==> src/rtl/psram_qpi_ctrl.sv <==
// QPI PSRAM initiator: single-word bus requests become 0xEB quad reads / 0x38 quad writes,
// preceded once after reset by an SPI-mode 0x35 QPI-enable when INIT_QPI is set.
module psram_qpi_ctrl #(
  parameter int DUMMY_CYCLES = 7,
  parameter bit INIT_QPI     = 1'b1
) (
  input  logic        clock,
  input  logic        reset,
  input  logic        req_valid,
  output logic        req_ready,
  input  logic        req_we,
  input  logic [23:0] req_addr,
  input  logic [31:0] req_wdata,
  input  logic [3:0]  req_wstrb,
  output logic        resp_valid,
  output logic        resp_err,
  output logic [31:0] resp_rdata,
  output logic        psram_sck,
  output logic        psram_ce_n,
  output logic [3:0]  dio_out,
  output logic [3:0]  dio_oe,
  input  logic [3:0]  dio_in
);

  typedef enum logic [2:0] {INIT, IDLE, CMD, ADDR, DUMMY, RDATA, WDATA, GAP} state_t;

  state_t      state, state_n;
  logic [7:0]  cnt, cnt_n;
  logic        sck_n, ce_n_n, qpi_on, qpi_on_n;
  logic [3:0]  out_n, oe_n;
  logic        valid_n, err_n, ready_n, accept, bad_strb;

  logic        we_r;
  logic [23:0] addr_r;
  logic [31:0] wsh_r, rsh_r;
  logic [3:0]  wlen_r;

  logic        we_c;
  logic [23:0] addr_new, addr_c;
  logic [31:0] wsh_new, wsh_c;
  logic        addr_lsb_unused;

  function automatic logic strb_legal(input logic [3:0] s);
    case (s)
      4'b0001, 4'b0010, 4'b0100, 4'b1000, 4'b0011,
      4'b0110, 4'b1100, 4'b0111, 4'b1110, 4'b1111: return 1'b1;
      default:                                     return 1'b0;
    endcase
  endfunction

  function automatic logic [1:0] low_lane(input logic [3:0] s);
    if (s[0]) return 2'd0;
    if (s[1]) return 2'd1;
    if (s[2]) return 2'd2;
    return 2'd3;
  endfunction

  function automatic logic [3:0] nib_count(input logic [3:0] s);
    logic [3:0] n;
    n = 4'(s[0]) + 4'(s[1]) + 4'(s[2]) + 4'(s[3]);
    return n << 1;
  endfunction

  function automatic logic [7:0] last_idx(input state_t s, input logic [3:0] wlen);
    case (s)
      INIT, RDATA: return 8'd7;
      CMD:         return 8'd1;
      ADDR:        return 8'd5;
      DUMMY:       return 8'(DUMMY_CYCLES - 1);
      WDATA:       return {4'd0, wlen} - 8'd1;
      default:     return 8'd1;
    endcase
  endfunction

  // Nibble presented on the pins for sck period c of state s.
  function automatic logic [3:0] nib(input state_t s, input logic [7:0] c, input logic we,
                                     input logic [23:0] a, input logic [31:0] w);
    logic [7:0]  cmd, en;
    logic [23:0] as;
    logic [31:0] ws;
    cmd = we ? 8'h38 : 8'hEB;
    en  = 8'h35;
    as  = a << {c[2:0], 2'b00};
    ws  = w >> {c[2:1], 3'b000};
    case (s)
      INIT:    return {3'b000, en[3'd7 - c[2:0]]};
      CMD:     return c[0] ? cmd[3:0] : cmd[7:4];
      ADDR:    return as[23:20];
      WDATA:   return c[0] ? ws[3:0] : ws[7:4];
      default: return 4'h0;
    endcase
  endfunction

  function automatic logic [3:0] oe_for(input state_t s);
    case (s)
      INIT:             return 4'b0001;
      CMD, ADDR, WDATA: return 4'b1111;
      default:          return 4'b0000;
    endcase
  endfunction

  // Nibble n0 arrives first; byte k is {n2k, n2k+1}.
  function automatic logic [31:0] rdata_order(input logic [31:0] r);
    return {r[7:0], r[15:8], r[23:16], r[31:24]};
  endfunction

  assign addr_lsb_unused = ^req_addr[1:0];
  assign addr_new = req_we ? {req_addr[23:2], low_lane(req_wstrb)} : {req_addr[23:2], 2'b00};
  assign wsh_new  = req_wdata >> {low_lane(req_wstrb), 3'b000};
  assign we_c     = accept ? req_we   : we_r;
  assign addr_c   = accept ? addr_new : addr_r;
  assign wsh_c    = accept ? wsh_new  : wsh_r;

  always_comb begin
    state_n  = state;
    cnt_n    = cnt;
    sck_n    = psram_sck;
    ce_n_n   = psram_ce_n;
    qpi_on_n = qpi_on;
    valid_n  = 1'b0;
    err_n    = 1'b0;
    accept   = 1'b0;
    bad_strb = req_we && !strb_legal(req_wstrb);
    case (state)
      IDLE: begin
        if (!qpi_on) begin
          state_n = INIT;
          cnt_n   = 8'd0;
          ce_n_n  = 1'b0;
        end else if (req_valid && req_ready) begin
          if (bad_strb) begin
            valid_n = 1'b1;
            err_n   = 1'b1;
          end else begin
            accept  = 1'b1;
            state_n = CMD;
            cnt_n   = 8'd0;
            ce_n_n  = 1'b0;
          end
        end
      end
      GAP: begin
        if (cnt == 8'd1) begin
          state_n = IDLE;
          cnt_n   = 8'd0;
        end else begin
          cnt_n = cnt + 8'd1;
        end
      end
      default: begin
        if (!psram_sck) begin
          sck_n = 1'b1;
        end else begin
          sck_n = 1'b0;
          if (cnt == last_idx(state, wlen_r)) begin
            cnt_n = 8'd0;
            case (state)
              INIT: begin
                state_n  = GAP;
                qpi_on_n = 1'b1;
                ce_n_n   = 1'b1;
              end
              CMD:   state_n = ADDR;
              ADDR:  state_n = we_c ? WDATA : ((DUMMY_CYCLES > 0) ? DUMMY : RDATA);
              DUMMY: state_n = RDATA;
              default: begin
                state_n = GAP;
                ce_n_n  = 1'b1;
                valid_n = 1'b1;
              end
            endcase
          end else begin
            cnt_n = cnt + 8'd1;
          end
        end
      end
    endcase
    out_n   = nib(state_n, cnt_n, we_c, addr_c, wsh_c);
    oe_n    = oe_for(state_n);
    ready_n = (state_n == IDLE) && qpi_on_n && !err_n;
  end

  always_ff @(posedge clock or posedge reset) begin
    if (reset) begin
      state      <= IDLE;
      cnt        <= 8'd0;
      psram_sck  <= 1'b0;
      psram_ce_n <= 1'b1;
      dio_out    <= 4'h0;
      dio_oe     <= 4'h0;
      qpi_on     <= ~INIT_QPI;
      req_ready  <= 1'b0;
      resp_valid <= 1'b0;
      resp_err   <= 1'b0;
      resp_rdata <= 32'h0;
    end else begin
      state      <= state_n;
      cnt        <= cnt_n;
      psram_sck  <= sck_n;
      psram_ce_n <= ce_n_n;
      dio_out    <= out_n;
      dio_oe     <= oe_n;
      qpi_on     <= qpi_on_n;
      req_ready  <= ready_n;
      resp_valid <= valid_n;
      resp_err   <= err_n;
      if (state == RDATA && state_n == GAP) resp_rdata <= rdata_order(rsh_r);
    end
  end

  // Request capture and read shift register carry data only.
  always_ff @(posedge clock) begin
    if (accept) begin
      we_r   <= req_we;
      addr_r <= addr_new;
      wsh_r  <= wsh_new;
      wlen_r <= nib_count(req_wstrb);
    end
    if (state == RDATA && !psram_sck) rsh_r <= {rsh_r[27:0], dio_in};
  end

endmodule

==> config.mk <==
export PLATFORM = sky130hd
export DESIGN_NAME = psram_qpi_ctrl
export DESIGN_NICKNAME = d
export VERILOG_FILES = /design/src/rtl/psram_qpi_ctrl.sv
export SDC_FILE = /design/constraint.sdc
export NUM_CORES = 1
export LEC_CHECK = 0
export ABC_AREA = 0
export BUFFER_PORTS_ARGS = -buffer_cell sky130_fd_sc_hd__buf_2
export CAP_MARGIN = 40
export CORE_AREA = 5 5 130 132
export CTS_CLUSTER_DIAMETER = 50
export CTS_CLUSTER_SIZE = 28
export DETAILED_ROUTE_END_ITERATION = 12
export DIE_AREA = 0 0 135 137
export GPL_ROUTABILITY_DRIVEN = 0
export PLACE_DENSITY = 0.65
export REMOVE_ABC_BUFFERS = 1
export SLEW_MARGIN = 20
export SYNTH_ARGS = -nofsm -noshare
export SYNTH_HDL_FRONTEND = slang
export SYNTH_SLANG_ARGS = --single-unit
export TNS_END_PERCENT = 50
==> constraint.sdc <==
create_clock -name clock -period 3.7 [get_ports clock]
set_input_delay 0.185 -clock clock [delete_from_list [all_inputs] [get_ports clock]]
set_output_delay 0.185 -clock clock [all_outputs]
set_load 0.05 [all_outputs]
* Word-level counts from Yosys, hierarchy flattened
Memory sizes are Yosys's and may differ from the RTL's.
Cells that the tools add are included.
** Storage, ports and cells
- Register bits :: 149
- Bits in read-only memories :: 24
- Memories :: 2
** Operators by class
- $add $sub $neg :: 6
- Order comparisons :: 1
- Eq/ne operators :: 17
- Shift operators :: 3
- Mux-type cells :: 65
- Bitwise gates (word level) :: 1
- Reductions and logical operators :: 21
** Memories
- (no name shown) :: words 16, width 1, rd ports 1, clocked after Yosys merged registers in 0, wr ports 0, RTL line 44 : case (s)
- (no name shown) :: words 8, width 1, rd ports 1, clocked after Yosys merged registers in 0, wr ports 0, RTL line 86 : INIT: return {3'b000, en[3'd7 - c[2:0]]};
** Operators with widths (count)
- two-way mux 8 bit :: 9
- two-way mux 32 bit :: 1
- case mux 8 bit (4 select lines) :: 1
- right shift 32 x 5 -> 32 bit :: 1
- right shift 32 x 5 -> 8 bit :: 1
- two-way mux 1 bit :: 30
- two-way mux 24 bit :: 1
- left shift 24 x 5 -> 24 bit :: 1
- == test 3 bit, second input constant :: 6
- two-way mux 3 bit :: 6
- two-way mux 2 bit :: 8
- case mux 4 bit (4 select lines) :: 1
- case mux 8 bit (2 select lines) :: 1
- == test 3 x 2 -> 1 bit, second input constant :: 4
- case mux 3 bit (3 select lines) :: 1
- adder 8 x 1 -> 8 bit, second input constant :: 1
- == test 8 x 1 -> 1 bit, second input constant :: 1
- == test 8 bit :: 1
- two-way mux 4 bit :: 2
- case mux 4 bit (2 select lines) :: 1
- == test 3 x 1 -> 1 bit, second input constant :: 2
- logical AND 1 bit :: 6
- logical NOT 3 bit :: 2
- inequality test 3 bit, second input constant :: 2
- 18 further kinds :: 24

* Longest topological paths before layout
Gate-level depths: netlist of the first run.
An unclocked memory read counts as a cell.
- Depth in word-level cells :: 16
- Gate-level depth with buffers :: 16
- Mapped depth without buffers :: 14

* Least setup slack after synthesis of the first run
No wires, ideal clock.
- Path type :: register -> register
- From :: register state[0]
- To :: register rsh_r[0], enable pin
- Library setup time :: 0.421 ns
- Arrival time :: 2.754 ns
- Data required time :: 3.279 ns
- Slack :: 0.524 ns
- Cell stages (with the launch flop) :: 7
- Buffers on the path :: 2
- Period minus slack after synthesis :: 3.176 ns
- Cell sequence :: dfstp_2 -> buf_4 -> clkbuf_1 -> inv_1 -> nor2_1 -> nand2_1 -> nor2_1
** Between the ends
- Word-level cells in the longest chain between the ends :: 2
** Ends and longest elaborated chain
- start, declared :: RTL line 27 : state_t state, state_n;
- start signal, assigned :: RTL line 197 : state <= state_n;
- == test 3 bit :: RTL line 219 : if (state == RDATA && !psram_sck) rsh_r <= {rsh_r[27:0], dio_in};
- logical AND 1 bit :: RTL line 219
- end signal, assigned :: RTL line 219
- end, declared :: RTL line 35 : logic [31:0] wsh_r, rsh_r;
Every way passes these cells.
A chain may end at the register's enable or synchronous reset.

* Final worst setup path of the first run
- From :: register state[0]
- To :: register dio_out[3]
** Between the ends
- Word-level cells in the longest chain between the ends :: 12
- Elaborated cells between the ends (all ways) :: 39
** Ends and longest elaborated chain
- == test 3 bit or logical NOT 3 bit (tied branches) :: RTL line 65 : case (s)
- OR reduction 2 bit :: RTL line 65
- case mux 8 bit (4 select lines) :: RTL line 65
- two-way mux 8 bit :: RTL line 151 : if (!psram_sck) begin
- two-way mux 8 bit :: RTL line 124 : case (state)
- == test 8 bit :: RTL line 155 : if (cnt == last_idx(state, wlen_r)) begin
- two-way mux 8 bit :: RTL line 155
- two-way mux 8 bit :: RTL line 151
- case mux 8 bit (2 select lines) :: RTL line 124
- right shift 32 x 5 -> 8 bit :: RTL line 84 : ws = w >> {c[2:1], 3'b000};
- two-way mux 4 bit :: RTL line 89 : WDATA: return c[0] ? ws[3:0] : ws[7:4];
- case mux 4 bit (4 select lines) * :: RTL line 85 : case (s)
- net out_n[3] :: RTL line 30 : logic [3:0] out_n, oe_n;
- end signal, assigned :: RTL line 201 : dio_out <= out_n;
- end, declared :: RTL line 20 : output logic [3:0] dio_out,
The timed path passes the listed nets; every way through them passes the cells marked *. The select of a mux whose other input is x is not followed.

==> results of run 1 <==
kinds of logic after synthesis:
| kind of cell | count (synthesis) |
|---|---|
| xor gates and xnor gates | 8 |
| and+or+nand+nor | 253 |
| buffers and inverters | 58 |
| AOI/OAI and AO/OA | 105 |
| muxes | 77 |
| adders and majority gates | 11 |
| DFF | 147 |
through the flow:
step / cell area [um^2] / hold slack [ns] / setup slack [ns] / instances / setup TNS (ns)
finish: 8510 / 0.0443 / 0.262 / 1027 / 0
global route: 8510 / 0.0534 / 0.0755 / 1027 / 0
CTS: 8500 / 0.0239 / 0.125 / 1027 / 0
detailed placement: 7650 / 0.364 / 0.142 / 968 / 0
global placement: 7620 / 0.364 / 0.218 / 966 / 0
floorplan: 6640 / 0.284 / -1.38 / 622 / -31.51
metal layers:
| metal | GRT usage [%] | part of all wire, % | vias to the layer above |
|---|---|---|---|
| li1 | - | - | 2621 |
| met1 | 23.0 | 45 | 2548 |
| met2 | 29.3 | 48 | 144 |
| met3 | 4.23 | 5.4 | 13 |
| met4 | 5.54 | 1.4 | 0 |
| met5 | 0 | 0 | - |
cell usage after synthesis (all sizes together), types with 12 or more instances:
cell type  count  share of area [%]
buf           22                2.3
dfrtp         53                 19
mux2          45                7.6
nor2          23                1.4
nand2        143                7.8
clkbuf        15               0.82
dfxtp         57                 17
nand3         22                1.6
inv           19                1.0
edfxtp        35                 15
a21oi         24                1.8
mux2i         32                4.7
a31oi         12                1.2
o21ai         18                1.4
worst reg2reg max path: stages (launching register included):
cell       delay (ns)
dfstp_2          0.71
nor2_1           0.10
or4_4            0.56
a2111oi_4        0.43
a31oi_2          0.19
a211o_2          0.53
mux2i_1          0.22
mux2i_1          0.12
a22o_1           0.26
a211o_1          0.22
registers in the layout, summed over array words and instances, names as in the netlist:
name / count
state: 3
we_r: 1
resp_rdata: 32
psram_sck: 1
cnt: 8
dio_out: 4
wsh_r: 32
req_ready: 1
qpi_on: 1
addr_r: 24
rsh_r: 32
wlen_r: 3
psram_ce_n: 1
resp_valid: 1
dio_oe: 2
resp_err: 1
power groups by stage:
| stage | Clock [mW] | Sequential [mW] | Combinational [mW] |
|---|---|---|---|
| after floorplan | 0 | 1.68 | 0.0658 |
| after global placement | 0 | 1.68 | 0.127 |
| after detailed placement | 0 | 1.68 | 0.132 |
| after CTS | 1.72 | 1.65 | 0.155 |
| after global routing | 1.82 | 1.65 | 0.173 |
| final | 1.69 | 1.65 | 0.153 |
area by class of cell:
cell class,count,area share [%]
Tap cell,216,3.18
Timing Repair Buffer,157,11.7
Inverter,21,0.941
Sequential cell,147,42.0
Clock inverter,13,1.69
Clock buffer,19,5.21
Multi-Input combinational cell,454,35.3
path summary, 6_finish.rpt:
kind / to / slack, ns / start
max: dio_out[3]$_DFF_PP0_ / 0.26 / state[0]$_DFF_PP1_
min: wsh_r[31]$_DFF_P_ / 0.04 / req_wdata[31]
max reg2reg: dio_out[3]$_DFF_PP0_ / 0.26 / state[0]$_DFF_PP1_
min reg2reg: wsh_r[30]$_DFF_P_ / 0.44 / wsh_r[30]$_DFF_P_
max in group asynchronous: cnt[5]$_DFFE_PP0P_ / 2.71 / reset
min in group asynchronous: resp_rdata[1]$_DFFE_PP0P_ / 0.52 / reset
what timing repair did:
item                                    CTS  global route
endpoints found under the setup margin    0             4
endpoints found under the hold margin    49             0
gates resized for setup                   0             2
hold buffers                             27             0
==> results.toml, run 1 <==
[setup_path]
path_buf_inv = 0
crit_fanout = 20
worst-endpoint-arrival_ns = 3.74
slowest_delay_ns = 0.71
cp.depth = 9
cp-end-kind = "flop"
required_ns = 4.00
rr_worst_depth = 9
crit_top_cell = "mux2i_1"
crit_type = "flop to flop"
path_delay_family = "compound AO/OA/AOI/OAI gates"
crit_slowest_cell = "dfstp_2"
crit_chain = "nor2_1 > or4_4 > a2111oi_4 > a31oi_2 > a211o_2 > mux2i_1 > mux2i_1 > a22o_1 > a211o_1"
startpoint_type = "flop"

[sta]
fin_skew_ns = 0.00745
min_period_over_period_pct = 92.9
slew_headroom_pct = 51.6
rsz0062_at_grt = "no"
max_freq_mhz = 291
setup_violations = 0
slew_violations = 0
fin_crit_ns = 3.44
hold_viol = 0
worst_pin_slew_ns = 0.726

[power]
p_total_mw = 3.49
p_clk_share_pct = 48.4
ir_drop_uv = 313
leakagePower_nw = 3.89
p_int_mw = 2.69
pwr-share-comb_pct = 4.4
p_sw_mw = 0.800
power_density_nw_per_um2 = 410
swShare_pct = 22.9
seq_power_share_pct = 47.2

[layout]
final_cell_mix = "nand2_1, buf_2, dfxtp_1, dfrtp_1, edfxtp_1"
final_common_cell = "nand2_1"
nNetsFinal = 877
ff_latch_area_um2 = 3570
n_fill_cell = 1371
num_antenna_cells = 0
drive_gt1_share_pct = 27.4
area_growth_pct = 24.1
multi_input_area_um2 = 3010
final_util_pct = 54.6

[logic_synthesis]
ys_seq_area_share_pct = 52.1
synth.distinct_cells = 77
ys_ff_latch = 147
yosys.area_share.simple_pct = 17.3
yosys_warnings = 0
syn_inst = 659
yosys.area_share.xor_xnor_pct = 1.02
synth-edff-count = 35
async_flop_share_pct = 37.4
syn_area_um2 = 6860
avgSynthCellArea_um2 = 10.4
synth_compound_area_share_pct = 11.0
synth_mux_area_share_pct = 12.2
synth_flop_cell = "dfxtp_1"
synthAdderAreaFrac_pct = 2.12
synth_top_family_by_area = "simple AND/OR/NAND/NOR gates"

[routing]
drt_wl_total_mm = 15.6
drc = 0
drt_first_pass_iters = 4
num_vias = 5326
wl_per_cell_um = 15.2
vias_per_cell = 5.19
antenna_left = 0
drt-initial-drc-count = 318

[clocking]
post_cts_buffers = 0
cts_tree = "built"
clockBufferDepth = 2
h-tree-depth = 4
cts-root-buf = "clkbuf_16"
cts-buffers-inserted = 17
clk_pin_slew_worst_paths_ns = 0.07
clkLatencyLatePin_ns = 0.42
clock-sinks = 147

[global_routing]
grt.overflow.total = 0
grt_max_degree = 65
antenna_found_initial = 0
grt_pass1_wl_mm = 26.0
grt_pass1_vias = 5353
grt_usage_pct = 17.6

[die]
core-area_um2 = 15600
die_x_um = 135
rows = 46
start_util_pct = 44.0
die_area_um2 = 18500
die_y_um = 137
pin_count = 113

[min_path]
hold_path.class = "input port to flop"
hold-path-cell-count = 3

[job]
maxCapViolCount = 0

[place]
port_buffers = 110
hpwl_mm = 10.9

[outcome]
status = "complete, no violations"
No activity file was read; power rests on OpenSTA's default activity.
==> inputs of run 2 (changes only) <==
Settings changed: BUFFER_PORTS_ARGS -buffer_cell sky130_fd_sc_hd__buf_2 to unset, DONT_BUFFER_PORTS set to 1, PLACE_DENSITY 0.65 to 0.59.
==> results.toml, run 2 (same netlist as run 1, synthesis figures left out) <==
[global_routing]
grt_pass1_vias = 4961
grt.overflow.total = 0
antenna_found_initial = 0
grt_pass1_wl_mm = 25.7
grt_usage_pct = 17.6
grt_max_degree = 65

[clocking]
clkLatencyLatePin_ns = 0.42
clk_pin_slew_worst_paths_ns = 0.06
cts-buffers-inserted = 17
cts-root-buf = "clkbuf_16"
ctsResizeCount = 0
h-tree-depth = 4
clockBufferDepth = 2
cts_tree = "built"
clock-sinks = 147

[die]
rows = 46
die_x_um = 135
die_y_um = 137
start_util_pct = 44.0
die_area_um2 = 18500
pin_count = 113
core-area_um2 = 15600

[min_path]
hold_path.class = "input port to flop"
min_from = "req_wdata[28]"
hold-path-cell-count = 2
whs_endpoint = "wsh_r[12]$_DFF_P_"

[sta]
fin_skew_ns = 0.00792
min_period_over_period_pct = 89.6
hold_viol = 0
setup_ws_ns = 0.384
setup_violations = 0
slew_violations = 0
worst_pin_slew_ns = 0.711
slew_headroom_pct = 52.3
rsz0062_at_grt = "no"
max_freq_mhz = 302
fin_crit_ns = 3.32
whs_ns = 0.0448

[layout]
n_fill_cell = 1401
num_antenna_cells = 0
final_cell_mix = "nand2_1, dfxtp_1, dfrtp_1, dlygate4sd3_1, edfxtp_1"
drive_gt1_share_pct = 14.8
stdcell_count = 925
largestRegisters = "resp_rdata (32), rsh_r (32), wsh_r (32)"
nNetsFinal = 775
area_growth_pct = 17.3
final_common_cell = "nand2_1"

[setup_path]
r2r_slack_ns = 0.38
cp-end-kind = "flop"
required_ns = 4.00
reg2reg_to = "dio_out[3]$_DFF_PP0_"
rr_worst_depth = 10
worst-endpoint-arrival_ns = 3.62
crit_type = "flop to flop"
startpoint_type = "flop"
startpoint = "state[1]$_DFF_PP0_"
crit_fanout = 25
worstReg2RegStart = "state[1]$_DFF_PP0_"

[routing]
num_vias = 4904
wl_per_cell_um = 16.9
drt_wl_total_mm = 15.6
antenna_left = 0
vias_per_cell = 5.30
drt-initial-drc-count = 302
drc = 0
drt_first_pass_iters = 6

[place]
dp.cells = 855
dp_slack_ns = 0.420
hpwl_mm = 10.6
port_buffers = 0

[power]
power_density_nw_per_um2 = 431
leakagePower_nw = 3.44
ir_drop_uv = 310

[job]
maxCapViolCount = 0

[outcome]
status = "complete, no violations"
-- run 2: cell count changes in the layout (fill, tap and decap cells not counted), sizes merged, moves of 2 or more --
cell,delta
buf,-113
inv,-2
clkinv,+3
dlygate4sd3,+11
-- run 2: layer usage --
metal	track usage (%)	part of all wire [%]
met2	29.8	50
met4	5.88	1.3
met5	0	0
met3	5.15	5.7
met1	21.7	43
-- run 2: layout make-up --
cell class / instances / area, um^2 / area share (%)
clock buffer: 18 / 429 / 5.34
inverter: 21 / 80.1 / 0.995
timing repair buffer: 55 / 541 / 6.72
multi-input combinational: 454 / 3000 / 37.3
tap: 216 / 270 / 3.36
clock inverter: 14 / 154 / 1.91
sequential: 147 / 3570 / 44.4
-- run 2: worst max-delay path, cell delays in order, from the launching register on --
cell	delay [ns]
dfrtp_1	0.59
nor2_1	0.13
or4_4	0.55
a2111oi_4	0.40
a31oi_2	0.19
a211o_1	0.30
buf_4	0.23
o21ai_0	0.24
o32a_1	0.21
nor2_1	0.05
a211o_1	0.28
-- run 2: where the power goes --
group	switching [mW]	leakage [nW]	internal (mW)	total [mW]
Sequential	0	1.50	1.65	1.65
Clock	0.699	0.280	1.00	1.70
Combinational	0.0647	1.66	0.0572	0.122
Total	0.763	3.44	2.71	3.47
-- run 2: worst max path at each step --
stage / end / slack (ns) / depth (start not counted)
after global routing: dio_out[3]$_DFF_PP0_ / 0.16 / 11
after floorplan: dio_out[3]$_DFF_PP0_ / -1.38 / 11
after CTS: dio_out[3]$_DFF_PP0_ / 0.41 / 9
after global placement: dio_out[3]$_DFF_PP0_ / 0.47 / 9
final: dio_out[3]$_DFF_PP0_ / 0.38 / 10
after detailed placement: dio_out[3]$_DFF_PP0_ / 0.42 / 10
-- run 2: repair_timing --
item | 4_1_cts | 5_1_grt
setup buffers | 0 | 0
hold buffers | 38 | 0
hold endpoints to repair | 54 | 0
-- run 2: per-stage QoR --
stage / area, um^2 / utilization, % / total power [mW] / TNS, ns
finish: 8040 / 51.6 / 3.47 / 0
global route: 8040 / 51.6 / 3.60 / 0
CTS: 8040 / 51.6 / 3.51 / 0
detailed placement: 7080 / 45.4 / 1.77 / 0
global placement: 7050 / 45.2 / 1.77 / 0
floorplan: 6640 / - / 1.75 / -31.51
==> inputs of run 3 (changes only) <==
Settings changed: RECOVER_POWER set to 50.
==> results.toml, run 3 (same netlist as run 1, synthesis figures left out) <==
[setup_path]
critPathCapture = "dio_out[3]$_DFF_PP0_"
crit_fanout = 25
cp-end-kind = "flop"
startpoint = "state[1]$_DFF_PP0_"
worstReg2RegStart = "state[1]$_DFF_PP0_"
reg2reg_to = "dio_out[3]$_DFF_PP0_"
path_delay_family = "compound AO/OA/AOI/OAI gates"
startpoint_type = "flop"
crit_type = "flop to flop"
worst-endpoint-arrival_ns = 3.62
crit_chain = "nor2_1 > or4_4 > a2111oi_4 > a31oi_2 > a211o_1 > buf_4 > o21ai_0 > o32a_1 > nor2_1 > a211o_1"
rr_worst_depth = 10
slowest_delay_ns = 0.59
crit_slowest_cell = "dfrtp_1"
r2r_slack_ns = 0.39
required_ns = 4.00
cp.depth = 10
path_buf_inv = 1

[layout]
largestRegisters = "resp_rdata (32), rsh_r (32), wsh_r (32)"
final_common_cell = "nand2_1"
final_cell_mix = "nand2_1, dfxtp_1, dfrtp_1, dlygate4sd3_1, edfxtp_1"
drive_gt1_share_pct = 14.1
final_util_pct = 51.5
num_antenna_cells = 0
area_growth_pct = 17.1
nNetsFinal = 775
stdcell_count = 925
fin_area_um2 = 8030

[global_routing]
antenna_found_initial = 0
grt_max_degree = 65
grt_pass1_vias = 4961
grt_pass1_wl_mm = 25.7
grt.overflow.total = 0
grt_usage_pct = 17.6

[sta]
max_freq_mhz = 302
hold_viol = 0
slew_headroom_pct = -53.5
setup_violations = 0
fin_crit_ns = 3.31
min_period_over_period_pct = 89.6
whs_ns = 0.0462
slew_violations = 43
rsz0062_at_grt = "no"
worst_pin_slew_ns = 2.30
fin_skew_ns = 0.00804

[outcome]
status = "finished, violations left"
failed_checks = "max-capacitance violations, max-slew violations"

[routing]
vias_per_cell = 5.30
drc = 0
drt-initial-drc-count = 303
antenna_left = 0
drt_first_pass_iters = 5
drt_wl_total_mm = 15.7
num_vias = 4905
wl_per_cell_um = 16.9

[clocking]
ctsResizeCount = 0
ctsHoldBuffers = 38
post_cts_buffers = 0
clk_pin_slew_worst_paths_ns = 0.06
cts_tree = "built"
h-tree-depth = 4
clockBufferDepth = 2
clkLatencyLatePin_ns = 0.42
cts-root-buf = "clkbuf_16"
cts-buffers-inserted = 17
clock-sinks = 147

[power]
leakagePower_nw = 3.43
p_total_mw = 3.47
ir_drop_uv = 310
power_density_nw_per_um2 = 432

[die]
core-area_um2 = 15600
start_util_pct = 44.0
die_y_um = 137
die_x_um = 135
pin_count = 113
die_area_um2 = 18500
rows = 46

[place]
port_buffers = 0
dp.cells = 855
placed_area_um2 = 7080
hpwl_mm = 10.6

[job]
maxCapViolCount = 2

[min_path]
hold_path.class = "input port to flop"
run 3: cell types whose count changed in the layout (fill, tap and decap cells not counted), sizes merged:
cell,previous run,this run
buf,17,15
clkbuf,18,20
run 3: area by class of cell:
| type | instances | area, um^2 |
|---|---|---|
| Fill cell | 1405 | 7570 |
| Clock inverter | 14 | 154 |
| Tap cell | 216 | 270 |
| Sequential cell | 147 | 3570 |
| Inverter | 21 | 80.1 |
| Timing Repair Buffer | 55 | 533 |
| Multi-Input combinational cell | 454 | 2990 |
| Clock buffer | 18 | 429 |
run 3: worst min-delay path by stage:
stage | depth (start not counted) | slack (ns) | start | end
6_report | 4 | 0.05 | req_wdata[11] | wsh_r[3]$_DFF_P_
5_1_grt | 2 | 0.05 | req_wdata[28] | wsh_r[12]$_DFF_P_
4_1_cts | 2 | 0.02 | req_wdata[28] | wsh_r[12]$_DFF_P_
3_5_place_dp | 1 | 0.04 | reset | resp_rdata[9]$_DFFE_PP0P_
3_3_place_gp | 1 | 0.04 | reset | resp_rdata[9]$_DFFE_PP0P_
2_1_floorplan | 0 | 0.28 | dio_in[0] | rsh_r[0]$_DFFE_PP_
run 3: routing by layer:
metal  part of all wire (%)  vias up  GRT usage (%)
li1                       -     2405              -
met1                     43     2363           21.7
met2                     49      120           29.8
met3                    6.0       17           5.15
met4                    1.3        0           5.88
met5                      0        -              0
run 3: power breakdown:
part / internal (mW) / switching (mW)
Combinational: 0.0567 / 0.0646
Sequential: 1.65 / 0
Clock: 1.00 / 0.698
Total: 2.71 / 0.763
run 3: worst min-delay path: cells and delay by family:
kind | cells | cell delay [ns]
AOI/OAI and AO/OA | 1 | 0.08
and+or+nand+nor | 3 | 0.17
run 3: metrics by stage:
step | TNS, ns | setup slack (ns)
after floorplan | -31.51 | -1.38
after global placement | 0 | 0.474
after detailed placement | 0 | 0.420
after CTS | 0 | 0.406
after global routing | 0 | 0.161
final | 0 | 0.386
